[src/rtl/reg_dest_pipe_if.sv]
// Handshake/bus bundle for reg_dest_pipe: destination selection inputs,
// pipeline control, source addresses and the tracked-stage outputs.
interface reg_dest_pipe_if #(
    parameter int unsigned ADDR_W = 5,
    parameter int unsigned DEPTH  = 3
);
    logic [1:0]        sel;
    logic [ADDR_W-1:0] in0;
    logic [ADDR_W-1:0] in1;
    logic [ADDR_W-1:0] in2;
    logic [ADDR_W-1:0] in3;
    logic              valid_in;
    logic              wr_en;
    logic              stall;
    logic              flush;
    logic [ADDR_W-1:0] src_a;
    logic [ADDR_W-1:0] src_b;
    logic [ADDR_W-1:0] dest_sel;
    logic [ADDR_W-1:0] dest_out;
    logic              wen_out;
    logic [DEPTH-1:0]  hazard_a;
    logic [DEPTH-1:0]  hazard_b;
    logic              busy;

    modport master (
        output sel, in0, in1, in2, in3, valid_in, wr_en, stall, flush, src_a, src_b,
        input  dest_sel, dest_out, wen_out, hazard_a, hazard_b, busy
    );

    modport slave (
        input  sel, in0, in1, in2, in3, valid_in, wr_en, stall, flush, src_a, src_b,
        output dest_sel, dest_out, wen_out, hazard_a, hazard_b, busy
    );
endinterface

[src/rtl/reg_dest_pipe.sv]
// Destination-register selector plus DEPTH-stage tracker that raises per-stage
// hazard flags when an in-flight valid write matches src_a/src_b.
module reg_dest_pipe #(
    parameter int unsigned ADDR_W        = 5,
    parameter int unsigned DEPTH         = 3,
    parameter int unsigned CONST_A       = 31,
    parameter int unsigned CONST_B       = 29,
    parameter bit          EXT_MODE      = 1'b0,
    parameter bit          ZERO_SUPPRESS = 1'b1
) (
    input  logic              clk,
    input  logic              reset,
    reg_dest_pipe_if.slave    bus
);

    logic [DEPTH-1:0]             v_q, v_d;
    logic [DEPTH-1:0][ADDR_W-1:0] addr_q, addr_d;
    logic [ADDR_W-1:0]            dest_sel;
    logic                         v_new;
    logic                         src_a_zero, src_b_zero;
    logic [DEPTH-1:0]             haz_a, haz_b;

    always_comb begin
        dest_sel = '0;
        case (bus.sel)
            2'b00:   dest_sel = bus.in0;
            2'b01:   dest_sel = bus.in1;
            2'b10:   dest_sel = EXT_MODE ? bus.in2 : ADDR_W'(CONST_A);
            default: dest_sel = EXT_MODE ? bus.in3 : ADDR_W'(CONST_B);
        endcase
    end

    assign v_new = bus.valid_in & bus.wr_en & ~(ZERO_SUPPRESS & (dest_sel == '0));

    // Flush outranks stall; addresses are zeroed on flush so no stale value lingers.
    always_comb begin
        v_d    = v_q;
        addr_d = addr_q;
        if (bus.flush) begin
            v_d    = '0;
            addr_d = '0;
        end else if (!bus.stall) begin
            v_d[0]    = v_new;
            addr_d[0] = dest_sel;
            for (int unsigned i = 1; i < DEPTH; i++) begin
                v_d[i]    = v_q[i-1];
                addr_d[i] = addr_q[i-1];
            end
        end
    end

    always_ff @(posedge clk) begin
        if (reset) begin
            v_q    <= '0;
            addr_q <= '0;
        end else begin
            v_q    <= v_d;
            addr_q <= addr_d;
        end
    end

    assign src_a_zero = ZERO_SUPPRESS & (bus.src_a == '0);
    assign src_b_zero = ZERO_SUPPRESS & (bus.src_b == '0);

    always_comb begin
        haz_a = '0;
        haz_b = '0;
        for (int unsigned i = 0; i < DEPTH; i++) begin
            haz_a[i] = v_q[i] & (addr_q[i] == bus.src_a) & ~src_a_zero;
            haz_b[i] = v_q[i] & (addr_q[i] == bus.src_b) & ~src_b_zero;
        end
    end

    assign bus.dest_sel = dest_sel;
    assign bus.dest_out = addr_q[DEPTH-1];
    assign bus.wen_out  = v_q[DEPTH-1];
    assign bus.hazard_a = haz_a;
    assign bus.hazard_b = haz_b;
    assign bus.busy     = |v_q;

endmodule

[src/flat_wrapper.sv]
// flat-port wrapper written by rule: the top's interface ports become plain ports
module reg_dest_pipe_flat 
#(
    parameter int unsigned ADDR_W        = 5,
    parameter int unsigned DEPTH         = 3,
    parameter int unsigned CONST_A       = 31,
    parameter int unsigned CONST_B       = 29,
    parameter bit          EXT_MODE      = 1'b0,
    parameter bit          ZERO_SUPPRESS = 1'b1
)
  (clk, reset, bus_sel, bus_in0, bus_in1, bus_in2, bus_in3, bus_valid_in, bus_wr_en, bus_stall, bus_flush, bus_src_a, bus_src_b, bus_dest_sel, bus_dest_out, bus_wen_out, bus_hazard_a, bus_hazard_b, bus_busy);
  reg_dest_pipe_if #(.ADDR_W(ADDR_W), .DEPTH(DEPTH)) bus_i ();
  input  logic clk;
  input  logic reset;
  input wire logic [$bits(bus_i.sel)-1:0] bus_sel;
  input wire logic [$bits(bus_i.in0)-1:0] bus_in0;
  input wire logic [$bits(bus_i.in1)-1:0] bus_in1;
  input wire logic [$bits(bus_i.in2)-1:0] bus_in2;
  input wire logic [$bits(bus_i.in3)-1:0] bus_in3;
  input wire logic [$bits(bus_i.valid_in)-1:0] bus_valid_in;
  input wire logic [$bits(bus_i.wr_en)-1:0] bus_wr_en;
  input wire logic [$bits(bus_i.stall)-1:0] bus_stall;
  input wire logic [$bits(bus_i.flush)-1:0] bus_flush;
  input wire logic [$bits(bus_i.src_a)-1:0] bus_src_a;
  input wire logic [$bits(bus_i.src_b)-1:0] bus_src_b;
  output wire logic [$bits(bus_i.dest_sel)-1:0] bus_dest_sel;
  output wire logic [$bits(bus_i.dest_out)-1:0] bus_dest_out;
  output wire logic [$bits(bus_i.wen_out)-1:0] bus_wen_out;
  output wire logic [$bits(bus_i.hazard_a)-1:0] bus_hazard_a;
  output wire logic [$bits(bus_i.hazard_b)-1:0] bus_hazard_b;
  output wire logic [$bits(bus_i.busy)-1:0] bus_busy;
  assign bus_i.sel = bus_sel;
  assign bus_i.in0 = bus_in0;
  assign bus_i.in1 = bus_in1;
  assign bus_i.in2 = bus_in2;
  assign bus_i.in3 = bus_in3;
  assign bus_i.valid_in = bus_valid_in;
  assign bus_i.wr_en = bus_wr_en;
  assign bus_i.stall = bus_stall;
  assign bus_i.flush = bus_flush;
  assign bus_i.src_a = bus_src_a;
  assign bus_i.src_b = bus_src_b;
  assign bus_dest_sel = bus_i.dest_sel;
  assign bus_dest_out = bus_i.dest_out;
  assign bus_wen_out = bus_i.wen_out;
  assign bus_hazard_a = bus_i.hazard_a;
  assign bus_hazard_b = bus_i.hazard_b;
  assign bus_busy = bus_i.busy;
  reg_dest_pipe #(.ADDR_W(ADDR_W), .DEPTH(DEPTH), .CONST_A(CONST_A), .CONST_B(CONST_B), .EXT_MODE(EXT_MODE), .ZERO_SUPPRESS(ZERO_SUPPRESS)) u_core (.clk(clk), .reset(reset), .bus(bus_i));
endmodule
[config.mk]
export PLATFORM = sky130hd
export DESIGN_NAME = reg_dest_pipe_flat
export DESIGN_NICKNAME = d
export VERILOG_FILES = /design/src/rtl/reg_dest_pipe_if.sv /design/src/rtl/reg_dest_pipe.sv /design/src/flat_wrapper.sv
export SDC_FILE = /design/constraint.sdc
export NUM_CORES = 1
export LEC_CHECK = 0
export ABC_CLOCK_PERIOD_IN_PS = 1300
export BUFFER_PORTS_ARGS = -buffer_cell sky130_fd_sc_hd__buf_4
export CAP_MARGIN = 40
export CORE_AREA = 2 2 57 59
export CTS_CLUSTER_SIZE = 24
export DETAILED_ROUTE_END_ITERATION = 12
export DIE_AREA = 0 0 59 61
export PLACE_DENSITY = 0.7
export SLEW_MARGIN = 25
export SYNTH_ARGS = -nofsm -noshare
export SYNTH_HDL_FRONTEND = slang
export SYNTH_SLANG_ARGS = --single-unit
[constraint.sdc]
create_clock -name clk -period 1.3 [get_ports clk]
set_clock_uncertainty 0.2 [all_clocks]
set_input_delay 0.26 -clock clk [delete_from_list [all_inputs] [get_ports clk]]
set_output_delay 0.26 -clock clk [all_outputs]
set_load 0.02 [all_outputs]
==> impl_metrics.sql, run 1 <==
INSERT INTO impl_metrics (metric_group, metric, value, unit) VALUES
('sta', 'min_period', '1.83', 'ns'),
('detailed_routing', 'first_pass_iters', '4', ''),
('critical_path', 'worst_path_required', '0.84', 'ns'),
('clock_network', 'cts_hold_repair.buffers', '0', ''),
('cells_and_area', 'design.final.nets', '248', ''),
('cells_and_area', 'finalCoreUtilization', '0.735', ''),
('placed_design', 'dpl_cell_area', '0.00180', 'sq mm'),
('clock_network', 'cts_buffer_depth', '2', ''),
('placed_design', 'io_buffers', '45', ''),
('synth', 'synthesis.area', '0.00118', 'sq mm'),
('detailed_routing', 'drt_iter0_drc', '55', ''),
('clock_network', 'clkSinkCount', '18', ''),
('outcome', 'violations', 'setup timing', ''),
('synth', 'synth-main-ff-cell', 'dfxtp_1', ''),
('synth', 'yosysSeqAreaShare', '0.304', ''),
('global_route', 'grt_start_max_net_pins', '15', ''),
('critical_path', 'critPathLaunchType', 'flop', ''),
('synth', 'synth_warnings', '0', ''),
('synth', 'synth_cell_types', '25', ''),
('die', 'die_w', '59', 'um'),
('die', 'fp.dieH', '61', 'um'),
('critical_path', 'worstPathMaxFanout', '3', ''),
('cells_and_area', 'num-fill-cells', '215', ''),
('clock_network', 'clock_tree_from_tritoncts', 'built', ''),
('critical_path', 'critical_path.endpoint_type', 'primary output', ''),
('synth', 'postSynthNetCount', '170', ''),
('global_route', 'track_usage', '0.234', ''),
('sta', 'grt_setup_unrepaired', 'true', ''),
('placed_design', 'detailed_place_hpwl', '2830', 'um'),
('synth', 'postSynthAreaPerCell', '8.97', 'sq um'),
('cells_and_area', 'layout.cell_area.non_filler', '0.00217', 'sq mm'),
('detailed_routing', 'via_count', '1281', ''),
('detailed_routing', 'drt.antenna.violating_nets', '0', ''),
('sta', 'setup_violations', '15', ''),
('die', 'core_region_area', '0.00295', 'sq mm'),
('die', 'row_cnt', '20', ''),
('global_route', 'overflow', '0', ''),
('synth', 'flip_flop_and_latch_count_after_synthesis', '18', ''),
('sta', 'max-slew-margin-rel', '0.822', ''),
('hold_path', 'min_path_type', 'in2reg', ''),
('clock_network', 'tritoncts.num_buffers', '3', ''),
('synth', 'ys_async_sr_fraction', '0', ''),
('sta', 'postLayoutSetupSlackWorst', '-0.532', 'ns'),
('global_route', 'number_of_global_route_vias_before_repair', '1334', ''),
('global_route', 'antenna_found_initial', '0', ''),
('cells_and_area', 'antenna_cells_inserted', '0', ''),
('sta', 'finalCritPeriodShare', '1.41', ''),
('synth', 'synth_top_area_share', '0.304', ''),
('clock_network', 'clock-root-buffer', 'clkbuf_4', ''),
('die', 'start_util', '0.401', ''),
('detailed_routing', 'vias_per_cell', '5.29', ''),
('clock_network', 'clk_pin_slew', '0.11', 'ns'),
('die', 'top_ports', '56', ''),
('detailed_routing', 'drt_wl_total', '3910', 'um'),
('sta', 'worstMarginPinSlew', '0.266', 'ns'),
('cells_and_area', 'p_r_area_growth_vs_syn', '83.3', '%'),
('cells_and_area', 'layout-drive-gt1-share', '0.608', ''),
('synth', 'synth_enable_flop_cells', '0', ''),
('synth', 'synth.area.top_cells', 'dfxtp_1 (30%), xnor2_1 (13%), mux2i_1 (10%), xor2_1 (8.9%), nor2_1 (5.1%)', ''),
('critical_path', 'timing.setup.critical_path_class', 'reg2out', ''),
('die', 'die_area', '0.00360', 'sq mm'),
('synth', 'postSynthCellCount', '132', ''),
('power_and_ir_drop', 'power.ir.vdd_worst', '0.000473', 'V'),
('critical_path', 'cp_data_arrival_time', '1.37', 'ns'),
('clock_network', 'cts_max_level', '1', ''),
('clock_network', 'clock_latency', '0.30', 'ns'),
('placed_design', 'detailedPlace.worstSlack', '-0.486', 'ns'),
('power_and_ir_drop', 'power_per_cell_area', '622', 'mW/mm^2'),
('sta', 'number_of_failing_hold_endpoints_at_the_final_stage', '0', ''),
('sta', 'fmax', '546', 'MHz'),
('detailed_routing', 'drc', '0', ''),
('sta', 'setup-tns-final', '-3.82', 'ns'),
('sta', 'report.final.slew_viol_count', '0', ''),
('power_and_ir_drop', 'p_leak', '1.01', 'nW'),
('detailed_routing', 'mean_routed_wirelength_per_cell', '16.2', 'um'),
('global_route', 'first_pass_grt_wire_length', '6200', 'um'),
('placed_design', 'globalplace.congestion', '0.826', ''),
('power_and_ir_drop', 'totalPowerFinal', '0.00135', 'W'),
('job', 'maxCapViolations', '0', ''),
('synth', 'synthDominantAreaCellType', 'dfxtp_1', ''),
('outcome', 'status', 'complete, but fails checks', '');
## worst paths after layout
kind | endpoint | slack (ns) | cells after the start | start
worst max-delay path | bus_hazard_b[1] | -0.53 | 4 | u_core.addr_q[9]$_SDFFE_PP0N_
worst min-delay path | u_core.v_q[0]$_SDFFE_PP0N_ | 0.13 | 4 | bus_sel[1]
worst max register to register | u_core.v_q[0]$_SDFFE_PP0N_ | 0.02 | 4 | u_core.v_q[0]$_SDFFE_PP0N_
worst min register to register | u_core.addr_q[6]$_SDFFE_PP0N_ | 0.38 | 2 | u_core.addr_q[1]$_SDFFE_PP0N_
## sequential cells by signal, summed over array words and instances, names as in the netlist
signal,flops
u_core.addr_q,10
u_core.bus.dest_out,5
u_core.v_q,3
## placed cells by master (no fill, tap or decap), drive strengths merged
| cell type | count |
|---|---|
| o311a | 1 |
| nor3 | 3 |
| nor3b | 1 |
| or2 | 1 |
| o21ai | 2 |
| nand2b | 6 |
| a211o | 4 |
| xor2 | 12 |
| nand2 | 2 |
| a21oi | 3 |
| nor2b | 2 |
| and2b | 2 |
| buf | 82 |
| o211a | 5 |
| xnor2 | 18 |
| dfxtp | 18 |
| clkbuf | 4 |
| mux2i | 12 |
| or4 | 2 |
| nor4 | 6 |
| nand4 | 6 |
| nor2 | 16 |
| or3 | 1 |
## cells in the mapped netlist, types with 2 or more instances
library cell and count:
nand4_1 6, nand2b_1 6, a21oi_1 3, nor2b_1 2, a211o_1 4, nor4_1 6
nand2_1 2, and2b_1 2, nor2_1 16, buf_4 5, o21ai_0 2, xor2_1 12
xnor2_1 18, buf_2 2, dfxtp_1 18, mux2i_1 12, o211a_1 5, nor3_1 3
or4_1 2
## report_power, final
group / switching (W) / leakage (nW) / internal (W)
Sequential: 0.0000164 / 0.155 / 0.000550
Clock: 0.000184 / 0.0210 / 0.000171
Combinational: 0.000180 / 0.835 / 0.000247
## kinds of logic (layout without fill, tap and decap cells)
kind of cell           after synthesis  in the layout  synth area share
AND/OR/NAND/NOR                     48             48             0.218
XOR/XNOR                            30             30             0.222
AO/OA/AOI/OAI                       15             15             0.101
multiplexers                        12             12             0.101
buffers and inverters                9             86            0.0529
flip-flops                          18             18             0.304
## metal layers
metal	wire, um	track usage	vias up
met5	0	0	-
met4	81	0.0649	0
met3	113	0.0362	9
met2	2120	0.437	26
met1	1590	0.278	626
li1	-	-	620
## worst max-delay path, cell delays in order, from the launching register on
cell and delay [ns]:
dfxtp_2 0.36, xnor2_1 0.16, nand4_1 0.18, nor4_2 0.19
buf_4 0.18
## layout make-up
type	count	area (sq um)	share of cell area
repair buffers	82	739	0.341
multi-input cells	105	956	0.441
flip-flops and latches	18	397	0.183
well taps	33	41.3	0.0190
clock buffers	4	36.3	0.0167
## repair_timing
action                     4_1_cts  5_1_grt
setup buffers                    7        1
setup endpoints to repair       19       19
hold endpoints to repair         0        0
cloned                           1        0
pin swaps                       15        8
resized for setup               54       14
## stage by stage
stage,hold slack (ns),cells
final,0.125,242
after global routing,0.149,242
after CTS,0.117,241
after detailed placement,0.384,229
after global placement,0.371,229
after floorplan,0.239,132
No activity file was read; power rests on OpenSTA's default activity.
==> run 2: changes to the inputs <==
--- a/config.mk
+++ b/config.mk
@@ -5,14 +5,15 @@
 export SDC_FILE = /design/constraint.sdc
 export NUM_CORES = 1
 export LEC_CHECK = 0
-export ABC_CLOCK_PERIOD_IN_PS = 1300
+export ABC_AREA = 1
+export ABC_CLOCK_PERIOD_IN_PS = 2300
 export BUFFER_PORTS_ARGS = -buffer_cell sky130_fd_sc_hd__buf_4
 export CAP_MARGIN = 40
-export CORE_AREA = 2 2 57 59
+export CORE_AREA = 2 2 53 55
 export CTS_CLUSTER_SIZE = 24
 export DETAILED_ROUTE_END_ITERATION = 12
-export DIE_AREA = 0 0 59 61
-export PLACE_DENSITY = 0.7
+export DIE_AREA = 0 0 55 57
+export PLACE_DENSITY = 0.78
 export SLEW_MARGIN = 25
 export SYNTH_ARGS = -nofsm -noshare
 export SYNTH_HDL_FRONTEND = slang
==> constraint.sdc (replaced) <==
create_clock -name clk -period 2.3 [get_ports clk]
set_clock_uncertainty 0.2 [all_clocks]
set_input_delay 0.46 -clock clk [delete_from_list [all_inputs] [get_ports clk]]
set_output_delay 0.46 -clock clk [all_outputs]
set_load 0.02 [all_outputs]
==> impl_metrics.sql, run 2 <==
INSERT INTO impl_metrics (metric_group, metric, value, unit) VALUES
('outcome', 'status', 'completed', ''),
('synth', 'postSynthNetCount', '226', ''),
('critical_path', 'worst_path_required', '1.64', 'ns'),
('clock_network', 'clkSinkCount', '18', ''),
('die', 'die_w', '55', 'um'),
('synth', 'synth_most_common_cell', 'nand2_1', ''),
('cells_and_area', 'largest_reg_flops', '10', ''),
('detailed_routing', 'vias_per_cell', '5.08', ''),
('cells_and_area', 'layout.cells.most_common', 'buf_4', ''),
('critical_path', 'critical_path_buf_inv_count', '2', ''),
('critical_path', 'critPathLaunchType', 'flop', ''),
('cells_and_area', 'largest-register', 'u_core.addr_q', ''),
('critical_path', 'r2r.worst_path.cells', '4', ''),
('detailed_routing', 'via_count', '1316', ''),
('sta', 'setup_violations', '0', ''),
('power_and_ir_drop', 'power.ir.vdd_worst', '0.000356', 'V'),
('hold_path', 'min_path_type', 'in2reg', ''),
('power_and_ir_drop', 'power_per_cell_area', '416', 'mW/mm^2'),
('critical_path', 'worstPathMaxFanout', '5', ''),
('power_and_ir_drop', 'power_switching_share', '0.297', ''),
('cells_and_area', 'design.final.nets', '268', ''),
('critical_path', 'critical-path-slowest-cell', 'dfxtp_1', ''),
('critical_path', 'rrSetupSlack', '1.34', 'ns'),
('die', 'start_util', '0.466', ''),
('sta', 'grt_setup_unrepaired', 'false', ''),
('placed_design', 'io_buffers', '45', ''),
('cells_and_area', 'layout.cell_area.non_filler', '0.00157', 'sq mm'),
('global_route', 'track_usage', '0.207', ''),
('power_and_ir_drop', 'power.share.sequential', '0.511', ''),
('synth', 'flip_flop_and_latch_count_after_synthesis', '18', ''),
('critical_path', 'critical-path-top-delay-family', 'flip-flops', ''),
('detailed_routing', 'drt_iter0_drc', '25', ''),
('synth', 'synth.area.top_cells', 'dfxtp_1 (30%), nand2_1 (12%), inv_1 (9.9%), a21oi_1 (9.5%), o2111ai_1 (6.5%)', ''),
('placed_design', 'detailed_place_hpwl', '2410', 'um'),
('detailed_routing', 'drc', '0', ''),
('critical_path', 'timing.setup.critical_path_class', 'reg2out', ''),
('die', 'row_cnt', '19', ''),
('synth', 'postSynthAreaPerCell', '6.48', 'sq um'),
('detailed_routing', 'first_pass_iters', '4', ''),
('synth', 'synthDominantAreaCellType', 'dfxtp_1', ''),
('sta', 'worstMarginPinSlew', '0.411', 'ns'),
('power_and_ir_drop', 'net-switching-power', '0.000194', 'W'),
('die', 'core_region_area', '0.00262', 'sq mm'),
('clock_network', 'cts_buffer_depth', '2', ''),
('synth', 'yosysSeqAreaShare', '0.296', ''),
('global_route', 'grt_start_max_net_pins', '21', ''),
('sta', 'finalCritPeriodShare', '0.889', ''),
('hold_path', 'hold_start', 'bus_in1[0]', ''),
('power_and_ir_drop', 'p_leak', '0.735', 'nW'),
('cells_and_area', 'finalCoreUtilization', '0.599', ''),
('synth', 'synth_warnings', '0', ''),
('clock_network', 'clock_latency', '0.28', 'ns'),
('synth', 'synth_enable_flop_cells', '0', ''),
('critical_path', 'r2r_end', 'u_core.addr_q[1]$_SDFFE_PP0N_', ''),
('clock_network', 'clk_pin_slew', '0.10', 'ns'),
('synth', 'synth.cells.most_frequent', 'nand2_1 (38), inv_1 (32), a21oi_1 (23)', ''),
('synth', 'synthesis.area', '0.00122', 'sq mm'),
('power_and_ir_drop', 'p_comb_frac', '0.253', ''),
('die', 'die_area', '0.00314', 'sq mm'),
('cells_and_area', 'layout-drive-gt1-share', '0.241', ''),
('clock_network', 'post_cts_setup_repair_buffer_count', '0', ''),
('synth', 'synth-main-ff-cell', 'dfxtp_1', ''),
('sta', 'number_of_failing_hold_endpoints_at_the_final_stage', '0', ''),
('cells_and_area', 'layout.cells.most_common_list', 'buf_4 (46), nand2_1 (38), inv_1 (32)', ''),
('global_route', 'overflow', '0', ''),
('critical_path', 'cp_slowest_stage_delay', '0.41', 'ns'),
('power_and_ir_drop', 'power.internal', '0.000458', 'W'),
('placed_design', 'globalplace.congestion', '0.928', ''),
('placed_design', 'dpl_cell_area', '0.00154', 'sq mm'),
('die', 'top_ports', '56', ''),
('power_and_ir_drop', 'clock_group_share_of_total_power', '0.235', ''),
('critical_path', 'critical_path.endpoint_type', 'primary output', ''),
('synth', 'synth_cell_types', '24', ''),
('clock_network', 'cts_hold_repair.buffers', '0', ''),
('sta', 'max-slew-margin-rel', '0.726', ''),
('critical_path', 'worst_path_most_repeated_cell', 'nand2_1', ''),
('clock_network', 'cts_max_level', '1', ''),
('sta', 'min_period', '2.05', 'ns'),
('sta', 'fmax', '489', 'MHz'),
('clock_network', 'clock_tree_from_tritoncts', 'built', ''),
('synth', 'synth_top_area_share', '0.296', ''),
('clock_network', 'clock-root-buffer', 'clkbuf_4', ''),
('detailed_routing', 'drt.antenna.violating_nets', '0', ''),
('global_route', 'antenna_found_initial', '0', ''),
('hold_path', 'worstHoldEndpoint', 'u_core.addr_q[0]$_SDFFE_PP0N_', ''),
('cells_and_area', 'antenna_cells_inserted', '0', ''),
('job', 'maxCapViolations', '0', ''),
('global_route', 'first_pass_grt_wire_length', '4840', 'um'),
('clock_network', 'post_cts_resize_count', '0', ''),
('critical_path', 'timing.critical_path.cells', 'inv_1 > nand2_1 > nand2_1 > a21oi_1 > nand2_1 > nor4_2 > buf_4', ''),
('detailed_routing', 'drt_wl_total', '3090', 'um'),
('detailed_routing', 'mean_routed_wirelength_per_cell', '11.9', 'um'),
('hold_path', 'hold_depth', '3', ''),
('synth', 'ys_async_sr_fraction', '0', ''),
('cells_and_area', 'p_r_area_growth_vs_syn', '28.7', '%'),
('global_route', 'number_of_global_route_vias_before_repair', '1162', ''),
('sta', 'report.final.slew_viol_count', '0', ''),
('die', 'fp.dieH', '57', 'um'),
('critical_path', 'regToRegStartpoint', 'u_core.addr_q[1]$_SDFFE_PP0N_', ''),
('sta', 'setup-tns-final', '0', 'ns'),
('critical_path', 'cp_data_arrival_time', '1.39', 'ns'),
('synth', 'postSynthCellCount', '188', ''),
('clock_network', 'tritoncts.num_buffers', '3', '');
## run 2: power groups by stage
stage	registers, W	logic, W	clock network [W]
2_1_floorplan	0.000337	0.0000938	0
3_3_place_gp	0.000340	0.000164	0
3_5_place_dp	0.000340	0.000165	0
4_1_cts	0.000333	0.000166	0.000161
5_1_grt	0.000334	0.000184	0.000171
6_report	0.000333	0.000165	0.000154
## run 2: worst reg2reg max path, cell delays in order (launching register included)
cell and delay, ns:
dfxtp_1 0.36, inv_1 0.10, a21oi_1 0.15, o21ai_1 0.07, inv_1 0.05
## run 2: worst max path at each step
stage / start / to / slack (ns) / cells past startpoint
6_report: u_core.addr_q[0]$_SDFFE_PP0N_ / bus_hazard_a[0] / 0.25 / 7
5_1_grt: u_core.bus.dest_out[3]$_SDFFE_PP0N_ / bus_hazard_a[2] / 0.14 / 6
4_1_cts: u_core.addr_q[0]$_SDFFE_PP0N_ / bus_hazard_a[0] / 0.26 / 7
3_5_place_dp: bus_src_b[3] / bus_hazard_b[2] / 0.34 / 7
3_3_place_gp: bus_src_b[3] / bus_hazard_b[2] / 0.34 / 7
2_1_floorplan: bus_src_a[3] / bus_hazard_a[0] / 0.47 / 4
## run 2: final cells by class
| class | instances | area (sq um) |
|---|---|---|
| sequential | 18 | 360 |
| clock buffer | 3 | 22.5 |
| inverter | 32 | 120 |
| timing repair buffer | 46 | 345 |
| fill | 269 | 1050 |
| tap | 31 | 38.8 |
| multi-input combinational | 129 | 679 |
## run 2: cell families (layout without fill, tap and decap cells)
kind of cell,count (synthesis),after routing,share of synthesized area
AO/OA/AOI/OAI,51,51,0.244
flip-flops,18,18,0.296
buffers and inverters,41,81,0.146
AND/OR/NAND/NOR,68,68,0.243
XOR/XNOR,10,10,0.0719
## run 2: metal layers
layer	GRT usage	vias to the layer above	wire length, um	share of wire
li1	-	697	-	-
met1	0.257	575	1380	0.44
met2	0.359	40	1490	0.48
met3	0.0393	4	202	0.065
met4	0.0523	0	27	0.0087
met5	0	-	0	0
## run 2: through the flow
step / std cells / hold WS, ns / total power, W / worst slack (ns)
after floorplan: 188 / 0.245 / 0.000430 / 0.471
after global placement: 256 / 0.259 / 0.000504 / 0.341
after detailed placement: 256 / 0.271 / 0.000505 / 0.336
after CTS: 259 / 0.244 / 0.000660 / 0.255
after global routing: 259 / 0.262 / 0.000689 / 0.145
final: 259 / 0.252 / 0.000652 / 0.254
